[config.mk]
export PLATFORM = sky130hd
export DESIGN_NAME = conv_window_ctrl
export DESIGN_NICKNAME = d
export VERILOG_FILES = /design/src/rtl/imgproc_pkg.sv /design/src/rtl/pos_counter.sv /design/src/rtl/conv_window_ctrl.sv
export SDC_FILE = /design/constraint.sdc
export NUM_CORES = 1
export LEC_CHECK = 0
export CORE_MARGIN = 1
export CORE_UTILIZATION = 40
export CTS_BUF_LIST = sky130_fd_sc_hd__clkbuf_16
export DETAILED_ROUTE_END_ITERATION = 8
export DONT_BUFFER_PORTS = 1
export PLACE_DENSITY = 0.56
export REMOVE_ABC_BUFFERS = 1
export SLEW_MARGIN = 20
export SYNTH_ARGS = -nofsm -noshare
export SYNTH_HDL_FRONTEND = slang
export SYNTH_SLANG_ARGS = --single-unit
[constraint.sdc]
create_clock -name iCLK -period 2.5 [get_ports iCLK]
set_input_delay 0.5 -clock iCLK [delete_from_list [all_inputs] [get_ports iCLK]]
set_output_delay 0.5 -clock iCLK [all_outputs]
set_load 0.02 [all_outputs]
[src/rtl/imgproc_pkg.sv]
// Shared definitions for the grayscale -> line buffer -> 3x3 convolution pipeline.
package imgproc_pkg;

  localparam int unsigned ImgWDefault = 640;
  localparam int unsigned ImgHDefault = 480;

  typedef enum logic [1:0] {
    StIdle,
    StFill,
    StRun
  } win_state_e;

  // Counter width for a 0..n-1 range; never narrower than one bit.
  function automatic int unsigned cnt_w(input int unsigned n);
    return (n > 2) ? $clog2(n) : 1;
  endfunction

endpackage

[src/rtl/pos_counter.sv]
// Column/row position counters for a raster scan, with enable, clear and wrap flags.
module pos_counter
  import imgproc_pkg::*;
#(
  parameter int unsigned IMG_W = ImgWDefault,
  parameter int unsigned IMG_H = ImgHDefault
) (
  input  logic                      clk_i,
  input  logic                      rst_i,
  input  logic                      en_i,
  input  logic                      clr_i,
  output logic [cnt_w(IMG_W)-1:0]   col_o,
  output logic [cnt_w(IMG_H)-1:0]   row_o,
  output logic                      col_wrap_o,
  output logic                      row_wrap_o
);

  localparam int unsigned ColW = cnt_w(IMG_W);
  localparam int unsigned RowW = cnt_w(IMG_H);

  logic [ColW-1:0] col_d, col_q;
  logic [RowW-1:0] row_d, row_q;

  assign col_wrap_o = (col_q == ColW'(IMG_W - 1));
  assign row_wrap_o = (row_q == RowW'(IMG_H - 1));
  assign col_o      = col_q;
  assign row_o      = row_q;

  always_comb begin
    col_d = col_q;
    row_d = row_q;
    if (clr_i) begin
      col_d = '0;
      row_d = '0;
    end else if (en_i) begin
      if (col_wrap_o) begin
        col_d = '0;
        row_d = row_wrap_o ? '0 : row_q + 1'b1;
      end else begin
        col_d = col_q + 1'b1;
      end
    end
  end

  always_ff @(posedge clk_i) begin
    if (rst_i) begin
      col_q <= '0;
      row_q <= '0;
    end else begin
      col_q <= col_d;
      row_q <= row_d;
    end
  end

endmodule

[src/rtl/conv_window_ctrl.sv]
// Frame sequencer for the 3x3 convolution window: tracks pixel position, drives the
// line-buffer writes/rotation and flags valid window centres, frame completion and truncation.
module conv_window_ctrl
  import imgproc_pkg::*;
#(
  parameter int unsigned IMG_W = ImgWDefault,
  parameter int unsigned IMG_H = ImgHDefault
) (
  input  logic                    iCLK,
  input  logic                    iRST,
  input  logic                    iFVAL,
  input  logic                    iDVAL,
  input  logic                    iSW,
  output logic                    oLB_WR,
  output logic [cnt_w(IMG_W)-1:0] oLB_ADDR,
  output logic                    oLB_SHIFT,
  output logic                    oWIN_VAL,
  output logic                    oFILT_SEL,
  output logic                    oFRAME_DONE,
  output logic                    oERR
);

  localparam int unsigned ColW = cnt_w(IMG_W);
  localparam int unsigned RowW = cnt_w(IMG_H);

  win_state_e      state_d, state_q;
  logic            fval_q;
  logic            shift_d, shift_q;
  logic            win_d, win_q;
  logic            filt_d, filt_q;
  logic            done_d, done_q;
  logic            err_d, err_q;
  logic            accept, fval_rise, clr;
  logic            col_wrap, row_wrap;
  logic [ColW-1:0] col;
  logic [RowW-1:0] row;

  pos_counter #(
    .IMG_W (IMG_W),
    .IMG_H (IMG_H)
  ) u_pos_counter (
    .clk_i      (iCLK),
    .rst_i      (iRST),
    .en_i       (accept),
    .clr_i      (clr),
    .col_o      (col),
    .row_o      (row),
    .col_wrap_o (col_wrap),
    .row_wrap_o (row_wrap)
  );

  // A pixel arriving with the iFVAL rise is seen in StIdle and therefore never accepted.
  assign accept    = iFVAL & iDVAL & (state_q != StIdle);
  assign fval_rise = iFVAL & ~fval_q;

  always_comb begin
    state_d = state_q;
    filt_d  = filt_q;
    done_d  = 1'b0;
    err_d   = 1'b0;
    clr     = 1'b0;
    shift_d = accept & col_wrap;
    win_d   = accept & (state_q == StRun) & (col >= ColW'(2));
    unique case (state_q)
      StIdle: begin
        if (fval_rise) begin
          state_d = StFill;
          filt_d  = iSW;
        end
      end
      StFill: begin
        if (!iFVAL) begin
          state_d = StIdle;
          err_d   = 1'b1;
          clr     = 1'b1;
        end else if (accept && col_wrap && row == RowW'(1)) begin
          state_d = StRun;
        end
      end
      StRun: begin
        if (!iFVAL) begin
          state_d = StIdle;
          err_d   = 1'b1;
          clr     = 1'b1;
        end else if (accept && col_wrap && row_wrap) begin
          state_d = StIdle;
          done_d  = 1'b1;
        end
      end
      default: state_d = StIdle;
    endcase
  end

  always_ff @(posedge iCLK) begin
    if (iRST) begin
      state_q <= StIdle;
      fval_q  <= 1'b0;
      shift_q <= 1'b0;
      win_q   <= 1'b0;
      filt_q  <= 1'b0;
      done_q  <= 1'b0;
      err_q   <= 1'b0;
    end else begin
      state_q <= state_d;
      fval_q  <= iFVAL;
      shift_q <= shift_d;
      win_q   <= win_d;
      filt_q  <= filt_d;
      done_q  <= done_d;
      err_q   <= err_d;
    end
  end

  assign oLB_WR      = accept;
  assign oLB_ADDR    = col;
  assign oLB_SHIFT   = shift_q;
  assign oWIN_VAL    = win_q;
  assign oFILT_SEL   = filt_q;
  assign oFRAME_DONE = done_q;
  assign oERR        = err_q;

endmodule

Word-level counts from Yosys, hierarchy flattened
Index checks and enable logic that the tools add are counted.

operators by class
  add/subtract/negate cells = 2
  order comparisons = 1
  eq/ne operators = 8
  mux-type cells = 11
  bitwise logic cells = 9
  reductions and logical operators = 11

operators with widths
  operator                 number
  $add A10 B1 Y10 const B  1
  $eq A10 B10 Y1 const B   1
  $ge A10 B2 Y1 const B    1
  $mux W10                 1
  $mux W2                  5
  $add A9 B1 Y9 const B    1
  $eq A9 B1 Y1 const B     1
  $eq A9 B9 Y1 const B     1
  $mux W9                  1
  $and A1 B1 Y1            6
  $pmux W2 S3              1
  $reduce_and A2 Y1        2
  $reduce_or A2 Y1         2
  $logic_and A1 B1 Y1      3
  $mux W1                  3
  $ne A3 B2 Y1 const B     1
  $ne A3 B3 Y1 const B     1
  $not A1 Y1               3
  $reduce_and A3 Y1        1
  $reduce_or A3 Y1         1
  $eq A2 B1 Y1 const B     1
  $eq A2 B2 Y1 const B     1
  $logic_not A2 Y1         1
  $ne A2 B2 Y1 const B     1
  $reduce_bool A2 Y1       1

storage, ports and cells
  flip-flop bits (word level) = 27
  input bits = 5
  word-level logic and storage cells = 51

Logic depth before layout (Yosys ltp)
  depth after elaboration = 7
  mapped depth = 9

By module
Synthesis repeated with hierarchy kept, for this count alone.

second synthesis, totals
  cells, all modules = 152
  area, all modules = 1341.3 um^2

by module, submodules not included
  module            times used  cells each  area an instance (um^2)  seq. area each (um^2)
  pos_counter       1           105         908.4                    380.4
  conv_window_ctrl  1           47          432.9                    160.2

Worst setup path before layout
Ideal clock, no wire load.

  kind = reg2reg
  from = register u_pos_counter.col_q[1], in the netlist u_pos_counter.col_o[1]
  to = register u_pos_counter.row_q[8], in the netlist u_pos_counter.row_o[8]
  setup time = 0.127 ns
  data arrival time = 1.760 ns
  setup slack = 0.612 ns
  cell stages (with the launch flop) = 9
  buffers on the path = 2
  clock period less this slack = 1.888 ns
  cells stage by stage = dfxtp_1 > ha_1 > and4b_1 > buf_4 > nand4_1 > buf_6 > nor3_1 > mux2i_1 > nor2_1

between the ends
  longest elaborated chain between the ends = 2

ends and longest elaborated chain
  element                             line               text
  from (decl)                         pos_counter.sv:21  logic [ColW-1:0] col_d, col_q;
  from (signal assigned)              pos_counter.sv:50  col_q <= col_d;
  $eq A10 B10 Y1                      pos_counter.sv:24  assign col_wrap_o = (col_q == ColW'(IMG_W - 1));
  $reduce_and A2 Y1 (no source line)  --
  to (signal assigned)                pos_counter.sv:51  row_q <= row_d;
  to (decl)                           pos_counter.sv:22  logic [RowW-1:0] row_d, row_q;

No other way between the ends.
A chain may end at the register's enable or synchronous reset.

Worst setup path in the final report
Same ends and word-level chain as after synthesis.

==> results.yml <==
synthesis:
  synthDistinctLibCells: 37
  netlist_instances: 151
  yosys_warnings: 0
  synth_edf_count: 0
  seq_area_frac_synth_pct: 39.9
  synth.avg_cell_area_um2: 8.98
  synth_flop_cell: "dfxtp_1"
  syn_area_um2: 1360
  synth-seq-cells: 27
  ys_async_sr_fraction_pct: 0
sta:
  fin_worst_skew_ps: 7.66
  hold_slack_ps: 301
  max_freq_ghz: 0.476
  tightest_slew_ps: 537
  rsz0062_at_grt: "no"
  maxSlewHeadroom_pct: 63.7
  post-route-period-util_pct: 84.1
  final_hold_viol_count: 0
  setup_viol: 0
  finalMaxSlewViolations: 0
  finalSetupTns_ps: 0
  fin_crit_ps: 2100
floorplanning:
  pin_count: 21
  row_count: 20
  die-area_um2: 3630
  die_w_um: 60.2
  die_h_um: 60.2
  initial_utilization_pct: 43.4
  core-area_um2: 3130
pwr:
  ir_drop_mv: 0.325
  leakagePower_nw: 0.555
  power.density_nw_per_um2: 593
grt:
  antenna_found_initial: 0
  overflow: 0
  grt_pass1_vias: 967
  grt_max_degree: 17
  grt_usage_pct: 15.7
  grt_pass1_wl_mm: 4.33
setup_path:
  crit_fanout: 11
  start_kind: "flop"
  worstPathArrival_ps: 2230
  r2r_slack_ps: 400
  crit_path_end_kind: "flop"
  crit_type: "reg -> reg"
  worstPathRequired_ps: 2630
route:
  wl_mm: 2.49
  viasPerCell: 5.23
  first_pass_iters: 4
  ant_nets: 0
  via_count: 1015
  avgRoutedWirePerCell_um: 12.9
  drcViolationCount: 0
  drtIter0Drc: 97
run_status:
  status: "complete, no violations"
clocking:
  cts-buffers-inserted: 3
  cts.sinks: 27
  cts_resized: 0
  cts.clk_slew.worst_paths_ps: 70
  cts_tree: "done"
  ctsHtreeMaxLevel: 1
  clkLatencyLatePin_ps: 260
  ctsLongestPathBuffers: 2
  root_buffer: "clkbuf_16"
placement:
  dp_hpwl_mm: 1.88
  gp_congestion: 0.797
  port_buffers: 0
min_path:
  hp-class: "in -> reg"
layout:
  final_common_cell: "dfxtp_1"
  layout_common_cells: "dfxtp_1, nor2_1, nand2_1"
  layout-drive-gt1-share_pct: 7.33
  syn_to_final_growth_pct: 8.12
  antennaDiodeCount: 0
  finalNetCount: 163
run:
  drv_cap: 0
[worst paths after layout]
path                          start                     end  depth (start not counted)
max reg2reg  u_pos_counter.col_o[1]  u_pos_counter.row_o[8]                          7
min reg2reg              state_q[0]              state_q[0]                          2
max          u_pos_counter.col_o[1]  u_pos_counter.row_o[8]                          7
min                            iRST                    oERR                          1
[synth_stat cells, types with 2 or more instances]
| cell | count | area (µm²) |
|---|---|---|
| dfxtp_1 | 27 | 541 |
| nor2_1 | 23 | 86.3 |
| nand2_1 | 11 | 41.3 |
| xor2_1 | 9 | 78.8 |
| ha_1 | 7 | 87.6 |
| inv_1 | 7 | 26.3 |
| nand3_1 | 5 | 25.0 |
| o21ai_0 | 5 | 25.0 |
| xnor2_1 | 5 | 43.8 |
| a21oi_1 | 4 | 20.0 |
| nand4_1 | 4 | 25.0 |
| a311oi_1 | 3 | 26.3 |
| and4_1 | 3 | 26.3 |
| clkbuf_1 | 3 | 11.3 |
| nor3_1 | 3 | 15.0 |
| nor4b_1 | 3 | 26.3 |
| a211oi_1 | 2 | 15.0 |
| buf_4 | 2 | 15.0 |
| mux2i_1 | 2 | 20.0 |
| nand2b_1 | 2 | 12.5 |
| nand3b_1 | 2 | 15.0 |
| nor2b_1 | 2 | 12.5 |
| nor4_1 | 2 | 12.5 |
| or4_1 | 2 | 15.0 |
[state kept, by name, summed over array words and instances (netlist names)]
signal,count
oFILT_SEL,1
u_pos_counter.col_o,10
oERR,1
u_pos_counter.row_o,9
oWIN_VAL,1
oLB_SHIFT,1
state_q,2
oFRAME_DONE,1
fval_q,1
[critical path, cell delays in order (launching register included)]
cell and delay [ps]:
dfxtp_1 530, ha_1 260, and4b_1 370, nand4_1 130, buf_4 210, nor3_1 220
mux2i_1 210, nor2_1 50
[timing repair]
item,4_1_cts,5_1_grt
hold buffers,0,0
setup endpoints to repair,0,7
setup buffers,0,1
[cell type report]
type,count,area [µm²]
fillers,318,1660
multi-input cells,110,747
flip-flops and latches,27,541
clock buffers,3,75.1
well taps,44,55.1
inverters,7,26.3
repair buffers,2,15.0
clock inverters,1,7.51
[cells by family (layout without fill, tap and decap cells)]
group                    count (synthesis)  count (layout)  synth area share (%)
flip-flops                              27              27                  39.9
AND/OR/NAND/NOR                         71              71                  30.3
AO/OA/AOI/OAI                           16              16                  7.84
multiplexers                             2               2                  1.48
adder cells (fa/ha/maj)                  7               7                  6.46
XOR/XNOR                                14              14                  9.04
buffers and inverters                   14              13                  5.07
[metrics by stage]
step	power [mW]	utilization, %	cell area, µm²	instances	setup slack [ps]
4_1_cts	0.887	46.6	1460	193	106
6_report	0.869	46.9	1470	194	398
2_1_floorplan	0.506	-	1310	144	441
3_5_place_dp	0.523	44.0	1380	189	147
5_1_grt	0.912	46.9	1470	194	190
3_3_place_gp	0.522	44.0	1380	189	200
[metal layers]
| metal | up-vias | wire length, µm | GRT usage [%] |
|---|---|---|---|
| met4 | 0 | 35 | 3.99 |
| met2 | 22 | 1130 | 25.0 |
| li1 | 523 | - | - |
| met3 | 4 | 112 | 5.19 |
| met5 | - | 0 | 0 |
| met1 | 466 | 1210 | 20.3 |
[power by group]
group / switching [mW] / leakage, nW / internal, mW
Sequential: 0.00883 / 0.218 / 0.438
Clock: 0.140 / 0.0371 / 0.217
Combinational: 0.0401 / 0.300 / 0.0251
Note: power is estimated with default switching activity, not from simulation.
==> variant 1: new RTL, same flow settings <==
Encoding of `win_state_e`: now one-hot (3 bits for 3 states).
--- a/src/rtl/imgproc_pkg.sv
+++ b/src/rtl/imgproc_pkg.sv
@@ -6,6 +6,6 @@
 
-  typedef enum logic [1:0] {
-    StIdle,
-    StFill,
-    StRun
+  typedef enum logic [2:0] {
+    StIdle = 3'b001,
+    StFill = 3'b010,
+    StRun  = 3'b100
   } win_state_e;
Formal check against the unedited RTL: same outputs for any inputs over 10 cycles, from zero or initial values and one cycle with iRST high; not proved beyond that.
==> variant 1 against the unedited design <==
  * Synthesized area is essentially flat
  * Via count is 17% higher
  * Total power up 8.4%
  * Wire length grew 24%
  * Sequential cell count rose by 1
  * Clock skew about the same
  * Setup slack worse by 0.077 ns
  * Sequential power up 5.8%
  * Cell count rose by 7.2%
  * Design area up 5.3%
  * Critical endpoint is now u_pos_counter.row_o[4]
  * Critical path depth is 3 lower
  * Critical path type unchanged
==> variant 1: results (changes against the unedited design) <==
Total Routing Usage GR 18.72% (was 15.75%); global-route wire length before repair 5112 um (was 4333 um); Synth Area in Compound Gates 11.63% (was 7.841%); fin nets 174 (was 163); flop2flop setup slack 0.32 ns (was 0.40 ns); routability congestion estimate 0.9097 (was 0.7965); Max FO, Critical Path 13 (was 11); worst flop-to-flop path endpoint u_pos_counter.row_o[4] (was u_pos_counter.row_o[8]); Synth Area in XOR/XNOR 6.464% (was 9.041%); post-synthesis mux area share 0.7387% (was 1.476%); crit path from u_pos_counter.col_o[8] (was u_pos_counter.col_o[1]); CP max stage delay 0.72 ns (was 0.53 ns); initial antenna violation count 0 (unchanged); Min-Delay Path Class in2reg (unchanged); HPWL after DPL 2185 um (was 1881 um); Cell variety after synth 36 (was 37); DRT iter0 DRCs 105 (was 97); FILL cells 315 (was 318); vias in the first global route 1050 (was 967); Slew @ Worst Pin 0.6487 ns (was 0.5370 ns); share of cells above drive strength 1 10.37% (was 7.333%); status completed (unchanged); FF-to-FF path depth 4 (was 7); via/cell ratio 5.692 (was 5.232); Synth area leaders dfxtp_1 41%, xnor2_1 6.5%, nor2_1 4.4%, nor4_1 4.2%, ha_1 3.7% (was dfxtp_1 40%, ha_1 6.5%, nor2_1 6.4%, xor2_1 5.8%, xnor2_1 3.2%); Synth Area in Adders 3.693% (was 6.458%); slowest CP cell or4_1 (was dfxtp_1); Clock Skews 0.007917 ns (was 0.007665 ns); VDD IR max 0.0003084 V (was 0.0003252 V); DRT Wirelength 3082 um (was 2493 um); Synth top cells by count 28 x dfxtp_1, 16 x nor2_1, 12 x nand2_1, 10 x xnor2_1, 9 x nor4_1 (was 27 x dfxtp_1, 23 x nor2_1, 11 x nand2_1, 9 x xor2_1); Leak 0.4973 nW (was 0.5552 nW); largest net degree at the start of global routing 16 (was 17); sequential-to-total area share from yosys stat 41.37% (was 39.85%); post-cts resize count 0 (unchanged)
## variant 1: cell types whose count changed after synthesis, moves of 4 or more
cell     unedited run  this run
nor3b_1             0         4
nand4_1             4         8
nor4_1              2         9
nor2_1             23        16
a21oi_1             4         8
xor2_1              9         0
o31ai_1             0         5
xnor2_1             5        10
## variant 1: cell families (layout without fill, tap and decap cells)
logic type | count (synthesis) | after routing
xor gates and xnor gates | 10 | 10
muxes | 1 | 1
buffers and inverters | 12 | 21
DFF | 28 | 28
AOI/OAI and AO/OA | 25 | 25
and+or+nand+nor | 75 | 75
adders and majority gates | 4 | 4
## variant 1: layout make-up
| type | instances | share of cell area, % |
|---|---|---|
| Inverter | 6 | 1.459 |
| Tap cell | 44 | 3.566 |
| Timing Repair Buffer | 11 | 5.348 |
| Multi-Input combinational cell | 115 | 48.22 |
| Clock buffer | 3 | 4.862 |
| Sequential cell | 28 | 36.30 |
| Clock inverter | 1 | 0.2431 |
## variant 1: per-layer routing
metal / share of wire [%] / up-vias / routed length, um / global-route usage (%)
met4: 1.3 / 0 / 40 / 6.645
li1: - / 586 / - / -
met1: 48 / 554 / 1477 / 27.40
met2: 46 / 40 / 1415 / 27.79
met3: 4.8 / 4 / 149 / 2.381
met5: 0 / - / 0 / 0
## variant 1: report_power, final
part           switching (mW)  internal [mW]
Clock                   0.157          0.215
Sequential             0.0157          0.458
Combinational          0.0616         0.0360
## variant 1: stage by stage
step | worst slack, ns | hold WS (ns) | instance area [um^2] | util [%] | instances
after floorplan | 0.2909 | 0.4600 | 1328 | - | 149
after global placement | 0.4035 | 0.4950 | 1465 | 46.84 | 204
after detailed placement | 0.3785 | 0.4918 | 1465 | 46.84 | 204
after CTS | 0.3320 | 0.2963 | 1544 | 49.36 | 208
after global routing | 0.1923 | 0.2973 | 1544 | 49.36 | 208
final | 0.3211 | 0.2942 | 1544 | 49.36 | 208
## variant 1: how the worst min path moves through the flow
stage,start,endpoint,cells after the start
final,iRST,oFILT_SEL,1
after global routing,iRST,oFILT_SEL,1
after CTS,iRST,oFILT_SEL,1
after detailed placement,u_pos_counter.row_o[8],u_pos_counter.row_o[8],2
after global placement,u_pos_counter.row_o[7],u_pos_counter.row_o[7],2
after floorplan,u_pos_counter.row_o[8],u_pos_counter.row_o[8],2
==> variant 2: new RTL, config.mk and constraints unchanged <==
Made on the original files. The package constant `ImgWDefault` goes from 640 to 1280.
--- a/src/rtl/imgproc_pkg.sv
+++ b/src/rtl/imgproc_pkg.sv
@@ -3,3 +3,3 @@
 
-  localparam int unsigned ImgWDefault = 640;
+  localparam int unsigned ImgWDefault = 1280;
   localparam int unsigned ImgHDefault = 480;
Ports: changed (resized oLB_ADDR); port bits go from 21 to 22. No check against the original RTL was run, so the function may have changed too.
==> variant 2 against the unedited design <==
  * Setup slack worse by 0.033 ns
  * Sequential cell count is 1 higher
  * Total power rose by 15%
  * Wire length rose by 19%
  * Hold slack about the same
  * Synthesized area is 4.9% higher
  * Design area grew 9.0%
  * Largest cell class unchanged
==> variant 2: results (changes against the unedited design) <==
Leak 0.5876 nW (was 0.5552 nW); via/cell ratio 5.493 (was 5.232); Critical Path AT 2.33 ns (was 2.23 ns); VDD IR max 0.0003219 V (was 0.0003252 V); Final period util 85.39% (was 84.06%); Total Routing Usage GR 17.70% (was 15.75%); sequential-to-total area share from yosys stat 39.40% (was 39.85%); crit path capture u_pos_counter.row_o[5] (was u_pos_counter.row_o[8]); max reg flops 11 (was 10); fin nets 180 (was 163); share of cells above drive strength 1 10.78% (was 7.333%); DRT iter0 DRCs 69 (was 97); status completed (unchanged); grt met3 use 2.731% (was 5.195%); average size of a mapped cell 8.782 um^2 (was 8.982 um^2); met2 usage 25.81% (was 24.96%); GR Util met1 25.16% (was 20.34%); global-route wire length before repair 4878 um (was 4333 um); routability congestion estimate 0.8450 (was 0.7965); Slew HR 69.09% (was 63.70%); crit path from state_q[1] (was u_pos_counter.col_o[1]); Clock Skews 0.003124 ns (was 0.007665 ns); flop2flop setup slack 0.37 ns (was 0.40 ns); HPWL after DPL 2169 um (was 1881 um); vias in the first global route 1039 (was 967); WL per Instance 13.94 um (was 12.85 um); Max FO, Critical Path 7 (was 11); worst slack, placed 0.3787 ns (was 0.1468 ns); non-filler cells, final 213 (was 194); CP max stage delay 0.39 ns (was 0.53 ns)
==> variant 2: cell count changes in the layout (fill, tap and decap cells not counted), sizes merged, moves of 2 or more <==
cell	change
a311oi	-3
a31oi	+2
nor4b	-3
o21ai	-2
or4	-2
nand2	+4
nand3	+2
buf	+3
or3	+4
nand4	+3
a21oi	+5
nor3	+3
==> variant 2: cell type report <==
class	count	area [um^2]
clock buffer	3	75.07
clock inverter	1	30.03
fill	329	1765
inverter	6	22.52
multi-input combinational	124	814.5
sequential	28	560.5
tap	46	57.56
timing repair buffer	5	37.54
==> variant 2: metal layers <==
metal	vias to the layer above	part of all wire [%]
met2	30	43
met1	555	50
met4	0	2.4
li1	578	-
met3	7	4.1
met5	-	0
==> variant 2: cells by family (layout without fill, tap and decap cells) <==
kind of cell / after synthesis / count (layout) / synth area share (%)
flip-flops: 28 / 28 / 39.40
adder cells (fa/ha/maj): 7 / 7 / 6.156
AO/OA/AOI/OAI: 20 / 20 / 8.795
XOR/XNOR: 14 / 14 / 8.619
multiplexers: 1 / 1 / 0.7036
AND/OR/NAND/NOR: 82 / 82 / 32.98
buffers and inverters: 10 / 15 / 3.342
==> variant 2: worst min path at each step <==
stage	start	end	slack, ns	cells past startpoint
2_1_floorplan	u_pos_counter.row_o[5]	u_pos_counter.row_o[5]	0.48	2
3_3_place_gp	state_q[0]	state_q[0]	0.50	2
3_5_place_dp	state_q[0]	state_q[0]	0.50	2
4_1_cts	iRST	oERR	0.30	1
5_1_grt	iRST	state_q[1]	0.29	1
6_report	iRST	state_q[1]	0.30	1
==> variant 2: power breakdown <==
part / internal, mW / switching (mW) / total [mW]
logic: 0.0244 / 0.0436 / 0.0680
registers: 0.453 / 0.00682 / 0.460
clock network: 0.319 / 0.152 / 0.471
